### config.mk
export PLATFORM = sky130hd
export DESIGN_NAME = bin16_to_bcd_seq
export DESIGN_NICKNAME = d
export VERILOG_FILES = /design/src/rtl/display_pkg.sv /design/src/rtl/bcd_add3.sv /design/src/rtl/bin16_to_bcd_seq.sv
export SDC_FILE = /design/constraint.sdc
export NUM_CORES = 1
export LEC_CHECK = 0
export ABC_AREA = 1
export ABC_CLOCK_PERIOD_IN_PS = 1800
export BUFFER_PORTS_ARGS = -buffer_cell sky130_fd_sc_hd__buf_2
export CAP_MARGIN = 5
export CORE_MARGIN = 2
export CORE_UTILIZATION = 40
export CTS_BUF_LIST = sky130_fd_sc_hd__clkbuf_4 sky130_fd_sc_hd__clkbuf_8
export CTS_CLUSTER_DIAMETER = 50
export CTS_CLUSTER_SIZE = 28
export DETAILED_ROUTE_END_ITERATION = 8
export SYNTH_ARGS = -nofsm -noshare
export SYNTH_HDL_FRONTEND = slang
export SYNTH_HIERARCHICAL = 1
export SYNTH_SLANG_ARGS = --single-unit
export TNS_END_PERCENT = 1
### constraint.sdc
create_clock -name Clk -period 1.8 [get_ports Clk]
set_input_delay 0.09 -clock Clk [delete_from_list [all_inputs] [get_ports Clk]]
set_output_delay 0.09 -clock Clk [all_outputs]
set_load 0.005 [all_outputs]
### src/rtl/display_pkg.sv
// Shared definitions for the binary-to-BCD converter and the seven-segment
// display stage that consumes its digits.
package display_pkg;

  localparam int WIDTH          = 16;
  localparam int BCD_DIGITS     = 5;
  localparam int OUT_DIGITS     = 4;
  localparam int MAX_VALUE      = 9999;
  localparam int ADD3_THRESHOLD = 5;

  // Digit code the display stage renders as an unlit digit.
  localparam logic [3:0] BLANK_CODE = 4'hF;

  typedef enum logic [1:0] {
    ST_IDLE  = 2'd0,
    ST_SHIFT = 2'd1,
    ST_LOAD  = 2'd2
  } state_t;

endpackage

### src/rtl/bcd_add3.sv
// One BCD column corrector for the double-dabble engine: a column holding
// 5..9 gets +3 so that the following left shift carries into the next decade.
module bcd_add3
  import display_pkg::*;
(
  input  logic [3:0] din,
  output logic [3:0] dout
);

  localparam logic [3:0] THRESH = 4'(ADD3_THRESHOLD);

  // Values 5..9 map to 8..12, so the result always fits in four bits.
  always_comb begin
    dout = din;
    if (din >= THRESH) dout = din + 4'd3;
  end

endmodule

### src/rtl/bin16_to_bcd_seq.sv
// Sequential 16-bit binary to four-digit BCD converter (shift-add-3).
// A Start in IDLE captures Number; sixteen shift iterations later the digits
// load and Done pulses for one cycle. Values above MAX_VALUE blank all digits.
//
// state    | meaning
// ---------+----------------------------------------------------------
// ST_IDLE  | waiting for Start; outputs hold the last result
// ST_SHIFT | one correct-and-shift iteration per clock, WIDTH clocks
// ST_LOAD  | copy BCD columns (or blanks) to the outputs, pulse Done
module bin16_to_bcd_seq
  import display_pkg::*;
#(
  parameter int WIDTH      = display_pkg::WIDTH,
  parameter int BCD_DIGITS = display_pkg::BCD_DIGITS,
  parameter int OUT_DIGITS = display_pkg::OUT_DIGITS,
  parameter int MAX_VALUE  = display_pkg::MAX_VALUE
) (
  input  logic             Clk,
  input  logic             Rst_n,
  input  logic             Start,
  input  logic [WIDTH-1:0] Number,
  output logic             Busy,
  output logic             Done,
  output logic             Overflow,
  output logic [3:0]       Digit0,
  output logic [3:0]       Digit1,
  output logic [3:0]       Digit2,
  output logic [3:0]       Digit3
);

  localparam int CNT_W = $clog2(WIDTH);
  localparam int BCD_W = 4 * BCD_DIGITS;

  localparam logic [WIDTH-1:0] MAX_VAL_W = WIDTH'(MAX_VALUE);
  localparam logic [CNT_W-1:0] LAST_ITER = CNT_W'(WIDTH - 1);

  state_t           state_q;
  logic [WIDTH-1:0] bin_q;
  logic [BCD_W-1:0] bcd_q;
  logic [BCD_W-1:0] bcd_corr;
  logic [CNT_W-1:0] iter_q;
  logic             ovf_pending_q;
  logic [3:0]       digit_q [OUT_DIGITS];

  // Column correctors; the top column only ever feeds back into the engine.
  for (genvar g = 0; g < BCD_DIGITS; g++) begin : g_add3
    bcd_add3 u_add3 (
      .din  (bcd_q[4*g +: 4]),
      .dout (bcd_corr[4*g +: 4])
    );
  end

  assign Digit0 = digit_q[0];
  assign Digit1 = digit_q[1];
  assign Digit2 = digit_q[2];
  assign Digit3 = digit_q[3];

  // Control FSM, shift engine and held output registers.
  always_ff @(posedge Clk) begin
    if (!Rst_n) begin
      state_q       <= ST_IDLE;
      bin_q         <= '0;
      bcd_q         <= '0;
      iter_q        <= '0;
      ovf_pending_q <= 1'b0;
      Busy          <= 1'b0;
      Done          <= 1'b0;
      Overflow      <= 1'b0;
      for (int i = 0; i < OUT_DIGITS; i++) digit_q[i] <= 4'd0;
    end else begin
      // Done is a single-cycle strobe; only LOAD re-asserts it.
      Done <= 1'b0;
      case (state_q)
        ST_IDLE: begin
          if (Start) begin
            bin_q         <= Number;
            bcd_q         <= '0;
            ovf_pending_q <= (Number > MAX_VAL_W);
            iter_q        <= '0;
            Busy          <= 1'b1;
            state_q       <= ST_SHIFT;
          end
        end
        ST_SHIFT: begin
          // Correct first, then shift the combined register left one bit.
          {bcd_q, bin_q} <= {bcd_corr, bin_q} << 1;
          iter_q         <= iter_q + CNT_W'(1);
          if (iter_q == LAST_ITER) state_q <= ST_LOAD;
        end
        ST_LOAD: begin
          for (int i = 0; i < OUT_DIGITS; i++)
            digit_q[i] <= ovf_pending_q ? BLANK_CODE : bcd_q[4*i +: 4];
          Overflow <= ovf_pending_q;
          Done     <= 1'b1;
          Busy     <= 1'b0;
          state_q  <= ST_IDLE;
        end
        default: begin
          Busy    <= 1'b0;
          state_q <= ST_IDLE;
        end
      endcase
    end
  end

endmodule
==> results of run 1 <==
[flip-flops by register name, summed over array words and instances (netlist names)]
register / cells
Overflow: 1
bin_q: 16
iter_q: 4
Done: 1
Busy: 1
bcd_q: 16
state_q: 2
digit_q: 16
ovf_pending_q: 1
[metal layers]
| layer | track usage [%] | up-vias |
|---|---|---|
| met5 | 0 | - |
| met4 | 7.163 | 0 |
| met3 | 4.571 | 9 |
| met2 | 26.59 | 41 |
| met1 | 20.43 | 1056 |
| li1 | - | 1199 |
[power by group]
group,internal [mW],switching (mW),leakage (nW)
Combinational,0.0810,0.172,0.681
Clock,0.785,0.528,0.107
Sequential,1.39,0.0263,0.507
Total,2.25,0.726,1.29
[cell usage in the layout (no fill, tap or decap), drive strengths merged]
cell	count
a21oi	11
a22oi	14
a31oi	14
buf	40
bufinv	2
clkbuf	10
clkinv	3
clkinvlp	1
dfxtp	42
edfxtp	16
ha	9
inv	31
nand2	89
nand3	14
nor2	70
nor3	2
nor3b	1
o21ai	15
o31ai	3
xor2	1
[area by class of cell]
cell class | instances | area (um^2)
sequential | 58 | 1321
clock buffer | 10 | 131.4
fill | 687 | 3561
tap | 96 | 120.1
multi-input combinational | 243 | 1285
clock inverter | 6 | 81.33
timing repair buffer | 40 | 207.7
inverter | 31 | 123.9
[worst register-to-register path: stages (launching register included)]
cell and delay [ps]:
sky130_fd_sc_hd__dfxtp_1 420, sky130_fd_sc_hd__inv_1 110, sky130_fd_sc_hd__ha_1 250, sky130_fd_sc_hd__nor2_4 160, sky130_fd_sc_hd__nor2_4 70, sky130_fd_sc_hd__nand2_1 80
sky130_fd_sc_hd__o21ai_2 60, sky130_fd_sc_hd__a22oi_1 160, sky130_fd_sc_hd__nor2_1 50
[stage by stage]
step | util [%] | worst slack [ps] | cells | hold WS, ps | cell area [um^2]
after floorplan | - | 484.3 | 345 | 237.4 | 2840
after global placement | 44.76 | 409.6 | 468 | 353.3 | 3058
after global routing | 47.88 | 237.4 | 484 | 14.68 | 3271
after CTS | 47.88 | 350.6 | 484 | 2.925 | 3271
after detailed placement | 44.76 | 378.5 | 468 | 358.6 | 3058
final | 47.88 | 335.5 | 484 | 8.073 | 3271
[final timing paths]
kind / endpoint / cells past startpoint / from
hold reg to reg: bin_q[0] / 2 / bin_q[0]
setup / recovery: bcd_q[10] / 8 / bcd_q[8]
hold / removal: bin_q[0] / 3 / Number[0]
setup reg to reg: bcd_q[10] / 8 / bcd_q[8]
==> summary.txt, run 1 <==
Timing
  • Number of endpoints with negative hold slack in the final report: 0
  • Worst-Margin Slew: roughly 370 ps
  • Maximum frequency from static timing analysis: 682.8 MHz
  • Final Cycle Share: about four fifths
  • Summed negative setup slack over all endpoints: 0 ps
  • # setup viols final: 0
  • Tmin final: roughly 1500 ps
  • Max-slew violation count: 0
  • Setup repair after global routing missed its margin: no
  • Clock skew after layout: ~13 ps
  • Worst max-slew margin expressed relative to the limit: 75.00%

GRT
  • Vias in the first global route: 2210
  • Aggregate global routing overflow: 0
  • First-pass GRT wire length: 9.929 mm
  • Aggregate global-route resource usage: 16.38%
  • Maximum number of pins on one net before global-route repair: 31
  • Antenna violations before repair: 0

Pwr
  • Leakage Power: 1.295 nW
  • Total Power: 2.981 mW
  • Max VDD drop: 524.4 uV
  • Power Dens Cells: about 900 mW/mm^2

Clocking
  • Worst-case clock buffer depth: 2
  • Clock sinks: 58
  • CTS tree: yes
  • Resize count post-CTS: 0
  • Clock slew at the register clock pins of the worst setup and hold paths: 70 ps
  • Hold-fix buffers, CTS: 0
  • H-tree levels: 3
  • Latest clock arrival within the worst-skew pair: 340 ps
  • Number of CTS-inserted buffers: 9
  • Clock root buffer master: sky130_fd_sc_hd__clkbuf_8
  • Setup repair bufs after CTS: 0

Setup path
  • Sort of element at the end of the critical path: flip-flop
  • Slowest cell on the critical path: sky130_fd_sc_hd__dfxtp_1
  • Buffer and inverter count on the worst path: 1
  • Delay of the slowest cell on the worst path: 420 ps
  • Cell class contributing the biggest share of worst-path delay: flip-flops
  • Setup slack, reg-to-reg: 340 ps
  • CP required: 2030 ps
  • Cell chain of the critical path: inv_1 -> ha_1 -> nor2_4 -> nor2_4 -> nand2_1 -> o21ai_2 -> a22oi_1 -> nor2_1
  • Most used cell, CP: sky130_fd_sc_hd__nor2_4
  • WS Path Type: flip-flop to flip-flop
  • Critical path arrival: around 1700 ps
  • Maximum fanout along the worst path: 6
  • Sort of element at the start of the critical path: flip-flop

Route
  • Uppermost routed layer: met4
  • Met2 Routed Length: 2.652 mm
  • 1st-pass router iterations: 7
  • Wire length per cell after detailed routing: about 12 um
  • Violation count after the first detailed-route iteration: 107
  • Number of antenna-violating nets in the routed design: 0
  • Average via count per standard cell: 4.762
  • Detailed Route WL: 5.717 mm
  • Wl on met1: 2.746 mm
  • Routed vias: 2305
  • Met3 wirelength from detailed routing: roughly 220 um
  • # DRC: 0

Job
  • Number of maximum-capacitance violations: 0

Die
  • Area of the core: 0.006832 mm^2
  • Total Die Area: around 0.0078 mm^2
  • Initial core utilization: between 40% and 50%
  • Count of boundary I/O pins: 38
  • Vert. Die Dim: 88.27 um
  • Num rows: 30
  • Die Width: 88.27 um

Placed design
  • IO buf count: 37
  • Post-DP HPWL: ~3.8 mm
  • Last weighted congestion value of the routability-driven placer: 0.9061

Final layout
  • Diode insertion count for antenna repair: 0
  • Final net count: 411
  • Fraction of final layout cells sized beyond drive strength 1: 23.71%
  • Area growth from synthesis to layout: 15.15%

Yosys
  • Cell area after synthesis: 0.002840 mm^2
  • Synthesis Warnings: 6
  • Avg Inst Size Synth: slightly above 8 um^2
  • Number of instances in the synthesized netlist: 345
  • Net count after synthesis: roughly 370

Min path
  • Hold WC Path Type: input port to flip-flop

Run status
  • Run status: completed
Note: power is estimated with default switching activity, not from simulation.
==> run 2: changes to the inputs <==
--- a/config.mk
+++ b/config.mk
@@ -6,7 +6,7 @@
 export NUM_CORES = 1
 export LEC_CHECK = 0
 export ABC_AREA = 1
-export ABC_CLOCK_PERIOD_IN_PS = 1800
+export ABC_CLOCK_PERIOD_IN_PS = 1200
 export BUFFER_PORTS_ARGS = -buffer_cell sky130_fd_sc_hd__buf_2
 export CAP_MARGIN = 5
 export CORE_MARGIN = 2
==> constraint.sdc (replaced) <==
create_clock -name Clk -period 1.2 [get_ports Clk]
set_input_delay 0.06 -clock Clk [delete_from_list [all_inputs] [get_ports Clk]]
set_output_delay 0.06 -clock Clk [all_outputs]
set_load 0.005 [all_outputs]
==> run 2 against run 1 <==
Compared with the run above:
- the flow now finishes with violations (negative setup slack)
- cell count up 7.6%
- sequential cell count did not move
- register-to-register slack got worse by 380 ps
- core utilization is 5.4 points higher
- maximum frequency up 17%
- largest power group unchanged
- highest routed layer unchanged
==> summary.txt, run 2 (synthesis gave the netlist of run 1 again) <==
Clocking
  • Clock slew at the register clock pins of the worst setup and hold paths: 70 ps (about the same)
  • Clock sinks: 58 (unchanged)
  • Latest clock arrival within the worst-skew pair: 330 ps (was 340 ps)
  • CTS tree: yes (unchanged)
  • Number of CTS-inserted buffers: 9 (unchanged)
  • Worst-case clock buffer depth: 2 (unchanged)
  • Clock root buffer master: sky130_fd_sc_hd__clkbuf_8 (unchanged)
  • H-tree levels: 3 (unchanged)

Final layout
  • Top flop regs: bcd_q x16, bin_q x16, digit_q x16 (unchanged)
  • Multi-input gate area: 0.001318 mm^2 (was 0.001285 mm^2)
  • Most used cells in the layout excluding fill and tap cells: 76 x sky130_fd_sc_hd__nand2_1, 60 x sky130_fd_sc_hd__nor2_1, 37 x sky130_fd_sc_hd__buf_2 (was 77 x sky130_fd_sc_hd__nand2_1, 61 x sky130_fd_sc_hd__nor2_1, 42 x sky130_fd_sc_hd__dfxtp_1)
  • Most common cell after layout, fill and taps aside: sky130_fd_sc_hd__nand2_1 (unchanged)
  • Diode insertion count for antenna repair: 0 (unchanged)
  • Sequential cell area: 0.001333 mm^2 (was 0.001321 mm^2)
  • Area growth from synthesis to layout: 28.11% (was 15.15%)
  • Final net count: 448 (was 411)
  • Fraction of final layout cells sized beyond drive strength 1: 33.18% (was 23.71%)
  • Non-Filler Instances: 521 (was 484)
  • Fillers: 700 (was 687)

GRT
  • Aggregate global routing overflow: 0 (unchanged)
  • GRT met1 Usage: 22.09% (was 20.43%)
  • First-pass GRT wire length: 10.23 mm (was 9.929 mm)
  • Most Used Layer, Global Route: met2 (unchanged)
  • Aggregate global-route resource usage: 17.15% (was 16.38%)
  • GR Layer Usage met2: 27.14% (was 26.59%)
  • M3 GR Usage: 3.265% (was 4.571%)
  • Maximum number of pins on one net before global-route repair: 31 (unchanged)
  • Antenna violations before repair: 0 (unchanged)
  • Vias in the first global route: 2320 (was 2210)

Setup path
  • Most used cell, CP: sky130_fd_sc_hd__nor2_4 (unchanged)
  • Cell chain of the critical path: inv_1 -> ha_2 -> nor2_4 -> nor2_4 -> buf_4 -> a21oi_2 -> nand2_1 -> o31ai_1 (was inv_1 -> ha_1 -> nor2_4 -> nor2_4 -> nand2_1 -> o21ai_2 -> a22oi_1 -> nor2_1)
  • Cell class contributing the biggest share of worst-path delay: flip-flops (unchanged)
  • Critical path arrival: 1490 ps (was 1700 ps)
  • Maximum fanout along the worst path: 4 (was 6)
  • Sort of element at the end of the critical path: flip-flop (unchanged)
  • Sort of element at the start of the critical path: flip-flop (unchanged)
  • Delay of the slowest cell on the worst path: 350 ps (was 420 ps)
  • Slowest cell on the critical path: sky130_fd_sc_hd__dfxtp_2 (was sky130_fd_sc_hd__dfxtp_1)
  • Buffer and inverter count on the worst path: 2 (was 1)
  • WS Path Type: flip-flop to flip-flop (unchanged)
  • CP required: 1450 ps (was 2030 ps)

Die
  • Total Die Area: 0.007791 mm^2 (unchanged)
  • Area of the core: 0.006832 mm^2 (unchanged)
  • Die Width: 88.27 um (unchanged)
  • Initial core utilization: 41.58% (unchanged)
  • Vert. Die Dim: 88.27 um (unchanged)
  • Count of boundary I/O pins: 38 (unchanged)
  • Num rows: 30 (unchanged)

Timing
  • Tmin final: 1246 ps (was 1465 ps)
  • Maximum frequency from static timing analysis: 802.3 MHz (was 682.8 MHz)
  • # setup viols final: 10 (was 0)
  • Hold Slack: 11.75 ps (was 8.073 ps)
  • Final Cycle Share: 103.9% (was 81.36%)
  • Number of endpoints with negative hold slack in the final report: 0 (unchanged)
  • Setup repair after global routing missed its margin: yes (was no)
  • Worst max-slew margin expressed relative to the limit: 79.17% (was 75.00%)
  • Max-slew violation count: 0 (unchanged)
  • Final setup slack of the worst path: -46.46 ps (was 335.5 ps)
  • Clock skew after layout: 7.400 ps (was 13.25 ps)
  • Worst-Margin Slew: 311.3 ps (was 374.1 ps)

Pwr
  • Psw: 1.086 mW (was 0.7261 mW)
  • Leakage Power: 1.487 nW (was 1.295 nW)
  • Share of total power consumed by net switching: 25.17% (was 24.36%)
  • Flop pwr share: 49.5% (was 47.5%)
  • Power Dens Cells: 1186 mW/mm^2 (was 911.4 mW/mm^2)
  • Max VDD drop: 763.9 uV (was 524.4 uV)
  • Internal cell power: 3.230 mW (was 2.255 mW)
  • Clk pwr share: 39.3% (was 44.0%)
  • Part of the power in combinational logic: 11.3% (was 8.5%)
  • Total Power: 4.317 mW (was 2.981 mW)

Run status
  • Run status: finished with violations (was completed)
  • Failing checks: negative setup slack

Job
  • Number of maximum-capacitance violations: 0 (unchanged)

Route
  • # DRC: 0 (unchanged)
  • Routed vias: 2474 (was 2305)
  • Average via count per standard cell: 4.749 (was 4.762)
  • 1st-pass router iterations: 4 (was 7)
  • Number of antenna-violating nets in the routed design: 0 (unchanged)
  • Violation count after the first detailed-route iteration: 131 (was 107)
  • Wire length per cell after detailed routing: 11.75 um (was 11.81 um)
  • Detailed Route WL: 6.122 mm (was 5.717 mm)

Placed design
  • Last weighted congestion value of the routability-driven placer: 0.7849 (was 0.9061)
  • Placed cell count: 494 (was 468)
  • IO buf count: 37 (unchanged)
  • Post-DP HPWL: 4.291 mm (was 3.810 mm)

Min path
  • Hold WC Path Type: input port to flip-flop (unchanged)
run 2: cell types whose count changed in the layout (fill, tap and decap cells not counted), sizes merged:
cell         change
buf             +29
bufinv           -2
clkbuf           +3
clkinvlp         -1
dlygate4sd3      +8
run 2: area by class of cell:
cell class | instances | share of cell area (%)
clock inverter | 3 | 0.3783
clock buffer | 13 | 4.746
tap | 96 | 3.301
timing repair buffer | 77 | 15.27
sequential | 58 | 36.62
inverter | 31 | 3.473
multi-input combinational | 243 | 36.21
run 2: routing by layer:
layer  vias to the layer above  part of all wire (%)
li1                       1279                     -
met1                      1142                    48
met2                        41                    47
met3                        12                   2.9
met4                         0                   2.3
met5                         -                     0
run 2: final timing paths:
kind | startpoint | slack (ps) | end | depth (start not counted)
min reg2reg | bin_q[0] | 460 | bin_q[0] | 2
max reg2reg | bcd_q[0] | -50 | bcd_q[4] | 8
min | Number[4] | 10 | bin_q[4] | 3
max | bcd_q[0] | -50 | bcd_q[4] | 8
run 2: repair_timing:
action	in CTS	in global routing
hold endpoints to repair	8	0
resized for setup	6	12
buffers inserted	2	1
pin swaps	5	7
setup endpoints to repair	11	43
hold buffers	8	0
run 2: power groups by stage:
stage          Combinational [mW]  Clock, mW  Sequential, mW
3_5_place_dp                0.464          0            2.18
6_report                    0.486       1.69            2.14
3_3_place_gp                0.461          0            2.17
2_1_floorplan               0.295          0            2.17
5_1_grt                     0.542       1.81            2.15
4_1_cts                     0.488       1.73            2.13
run 2: through the flow:
step	setup TNS, ps	util, %	setup WS, ps	area, um^2
2_1_floorplan	-216.6	-	-13.42	2851
3_3_place_gp	-368.3	48.52	-49.87	3314
3_5_place_dp	-617.3	48.52	-91.02	3314
4_1_cts	-393.5	52.71	-52.10	3601
5_1_grt	-1608	53.26	-137.5	3638
6_report	-236.7	53.26	-46.46	3638
run 2: worst reg2reg max path: stages (launching register included):
cell	delay, ps
sky130_fd_sc_hd__dfxtp_2	350
sky130_fd_sc_hd__inv_1	70
sky130_fd_sc_hd__ha_2	200
sky130_fd_sc_hd__nor2_4	130
sky130_fd_sc_hd__nor2_4	60
sky130_fd_sc_hd__buf_4	130
sky130_fd_sc_hd__a21oi_2	90
sky130_fd_sc_hd__nand2_1	60
sky130_fd_sc_hd__o31ai_1	70
==> run 3: changes to the inputs <==
--- a/config.mk
+++ b/config.mk
@@ -10,11 +10,12 @@
 export BUFFER_PORTS_ARGS = -buffer_cell sky130_fd_sc_hd__buf_2
 export CAP_MARGIN = 5
 export CORE_MARGIN = 2
-export CORE_UTILIZATION = 40
+export CORE_UTILIZATION = 54
 export CTS_BUF_LIST = sky130_fd_sc_hd__clkbuf_4 sky130_fd_sc_hd__clkbuf_8
 export CTS_CLUSTER_DIAMETER = 50
 export CTS_CLUSTER_SIZE = 28
 export DETAILED_ROUTE_END_ITERATION = 8
+export PLACE_DENSITY = 0.78
 export SYNTH_ARGS = -nofsm -noshare
 export SYNTH_HDL_FRONTEND = slang
 export SYNTH_HIERARCHICAL = 1
==> run 3 against run 2 <==
Compared with the run above:
- the run still ends with negative setup slack left
- critical path depth is the same
- sequential cell count is the same
- hold slack lost 5.3 ps
- cell count shrank 8.4%
- routed wire length shrank 1.6%
- worst setup slack lost 22 ps
- critical path type unchanged
- largest cell class is now multi-input gates
==> summary.txt, run 3 (synthesis gave the netlist of run 1 again) <==
Timing
  • # setup viols final: 9 (was 10)
  • Worst-Margin Slew: 321.2 ps (was 311.3 ps)
  • Tmin final: 1268 ps (was 1246 ps)
  • Summed negative setup slack over all endpoints: -234.4 ps (was -236.7 ps)
  • Hold Slack: 6.465 ps (was 11.75 ps)
  • Clock skew after layout: 5.800 ps (was 7.400 ps)
  • Number of endpoints with negative hold slack in the final report: 0 (unchanged)
  • Setup repair after global routing missed its margin: yes (unchanged)
  • Worst max-slew margin expressed relative to the limit: 78.59% (was 79.17%)
  • Final Cycle Share: 105.7% (was 103.9%)
  • Final setup slack of the worst path: -68.08 ps (was -46.46 ps)
  • Max-slew violation count: 0 (unchanged)
  • Maximum frequency from static timing analysis: 788.6 MHz (was 802.3 MHz)

Final layout
  • Area growth from synthesis to layout: 23.30% (was 28.11%)
  • Final Util: 68.57% (was 53.26%)
  • Top flop regs: bcd_q x16, bin_q x16, digit_q x16 (unchanged)
  • Most common cell after layout, fill and taps aside: sky130_fd_sc_hd__nand2_1 (unchanged)
  • Diode insertion count for antenna repair: 0 (unchanged)
  • Sequential cell area: 0.001340 mm^2 (was 0.001333 mm^2)
  • Final net count: 430 (was 448)
  • Fraction of final layout cells sized beyond drive strength 1: 34.89% (was 33.18%)
  • Multi-input gate area: 0.001380 mm^2 (was 0.001318 mm^2)
  • Fillers: 423 (was 700)
  • Most used cells in the layout excluding fill and tap cells: 72 x sky130_fd_sc_hd__nand2_1, 60 x sky130_fd_sc_hd__nor2_1, 37 x sky130_fd_sc_hd__buf_2 (was 76 x sky130_fd_sc_hd__nand2_1, 60 x sky130_fd_sc_hd__nor2_1, 37 x sky130_fd_sc_hd__buf_2)

Placed design
  • Post-DP HPWL: 3.995 mm (was 4.291 mm)
  • Worst setup slack after placement: -80.25 ps (was -91.02 ps)
  • IO buf count: 37 (unchanged)
  • Last weighted congestion value of the routability-driven placer: 0.8499 (was 0.7849)

Run status
  • Failing checks: negative setup slack (unchanged)
  • Run status: finished with violations (unchanged)

Setup path
  • Path depth of the worst reg2reg path: 8 (unchanged)
  • Sort of element at the start of the critical path: flip-flop (unchanged)
  • Critical path arrival: 1490 ps (about the same)
  • Sort of element at the end of the critical path: flip-flop (unchanged)
  • WS Path Type: flip-flop to flip-flop (unchanged)
  • Crit path from: bcd_q[8] (was bcd_q[0])
  • Setup slack, reg-to-reg: -70 ps (was -50 ps)
  • End point of the critical path: bcd_q[10] (was bcd_q[4])
  • Maximum fanout along the worst path: 4 (unchanged)
  • Crit Reg-Reg Endpoint: bcd_q[10] (was bcd_q[4])
  • CP required: 1420 ps (was 1450 ps)
  • Beginning of the worst register-to-register path: bcd_q[8] (was bcd_q[0])

Route
  • # DRC: 0 (unchanged)
  • Detailed Route WL: 6.026 mm (was 6.122 mm)
  • Wire length per cell after detailed routing: 12.63 um (was 11.75 um)
  • Number of antenna-violating nets in the routed design: 0 (unchanged)
  • Average via count per standard cell: 5.103 (was 4.749)
  • Routed vias: 2434 (was 2474)
  • 1st-pass router iterations: 4 (unchanged)
  • Violation count after the first detailed-route iteration: 144 (was 131)

Clocking
  • Clock sinks: 58 (unchanged)
  • Clock slew at the register clock pins of the worst setup and hold paths: 60 ps (was 70 ps)
  • Latest clock arrival within the worst-skew pair: 330 ps (about the same)
  • CTS tree: yes (unchanged)
  • Clock root buffer master: sky130_fd_sc_hd__clkbuf_8 (unchanged)
  • Worst-case clock buffer depth: 2 (unchanged)
  • H-tree levels: 3 (unchanged)
  • Number of CTS-inserted buffers: 9 (unchanged)

Pwr
  • Max VDD drop: 933.1 uV (was 763.9 uV)
  • Power Dens Cells: 1188 mW/mm^2 (was 1186 mW/mm^2)
  • Leakage Power: 1.423 nW (was 1.487 nW)
  • Total Power: 4.160 mW (was 4.317 mW)

Die
  • Die Width: 76.53 um (was 88.27 um)
  • Initial core utilization: 55.61% (was 41.58%)
  • Num rows: 26 (was 30)
  • Total Die Area: 0.005856 mm^2 (was 0.007791 mm^2)
  • Vert. Die Dim: 76.53 um (was 88.27 um)
  • Area of the core: 0.005107 mm^2 (was 0.006832 mm^2)
  • Count of boundary I/O pins: 38 (unchanged)

GRT
  • Aggregate global-route resource usage: 21.52% (was 17.15%)
  • First-pass GRT wire length: 10.16 mm (was 10.23 mm)
  • Maximum number of pins on one net before global-route repair: 31 (unchanged)
  • Aggregate global routing overflow: 0 (unchanged)
  • Antenna violations before repair: 0 (unchanged)
  • Vias in the first global route: 2313 (was 2320)

Job
  • Number of maximum-capacitance violations: 0 (unchanged)

Min path
  • Hold WC Path Type: input port to flip-flop (unchanged)
-- run 3: metal layers --
metal | GRT usage (%) | share of wire [%] | vias to the layer above
met1 | 24.70 | 46 | 1136
met3 | 3.910 | 2.9 | 10
li1 | - | - | 1247
met2 | 39.03 | 50 | 41
met4 | 9.273 | 1.7 | 0
met5 | 0 | 0 | -
-- run 3: critical path, cell delays in order, from the launching register on --
cell and delay [ps]:
sky130_fd_sc_hd__dfxtp_4 380, sky130_fd_sc_hd__inv_4 50, sky130_fd_sc_hd__ha_4 160, sky130_fd_sc_hd__nor2_4 130, sky130_fd_sc_hd__nor2_4 70, sky130_fd_sc_hd__nand2_1 70, sky130_fd_sc_hd__o21ai_2 50, sky130_fd_sc_hd__a22oi_1 170
sky130_fd_sc_hd__nor2_1 70
-- run 3: power breakdown --
| part | switching [mW] | total [mW] | internal [mW] |
|---|---|---|---|
| Clock | 0.728 | 1.59 | 0.864 |
| Combinational | 0.266 | 0.434 | 0.168 |
| Sequential | 0.0531 | 2.13 | 2.08 |
| Total | 1.05 | 4.16 | 3.11 |
-- run 3: repair_timing --
action / CTS / global route
resized for setup: 10 / 35
hold endpoints to repair: 2 / 0
pin swaps: 6 / 18
hold buffers: 2 / 0
endpoints found under the setup margin: 21 / 50
buffers inserted: 0 / 1
-- run 3: layout make-up --
type	instances	share of cell area, %
clock buffer	13	4.573
clock inverter	3	0.4287
inverter	31	3.966
multi-input combinational	243	39.41
sequential	58	38.26
tap	70	2.501
timing repair buffer	59	10.86
-- run 3: stage by stage --
stage | instance area, um^2 | instances
after detailed placement | 3182 | 458
after global placement | 3182 | 458
final | 3502 | 477
after CTS | 3405 | 476
after floorplan | 2851 | 345
after global routing | 3502 | 477
-- run 3: how the worst min path moves through the flow --
stage               start   endpoint  slack, ps  cells past startpoint
2_1_floorplan   Number[0]   bin_q[0]        210                      2
3_3_place_gp    Number[0]   bin_q[0]        320                      3
3_5_place_dp    Number[0]   bin_q[0]        320                      3
4_1_cts         Number[8]   bin_q[8]          5                      3
5_1_grt        Number[12]  bin_q[12]         20                      3
6_report        Number[1]   bin_q[1]          6                      3
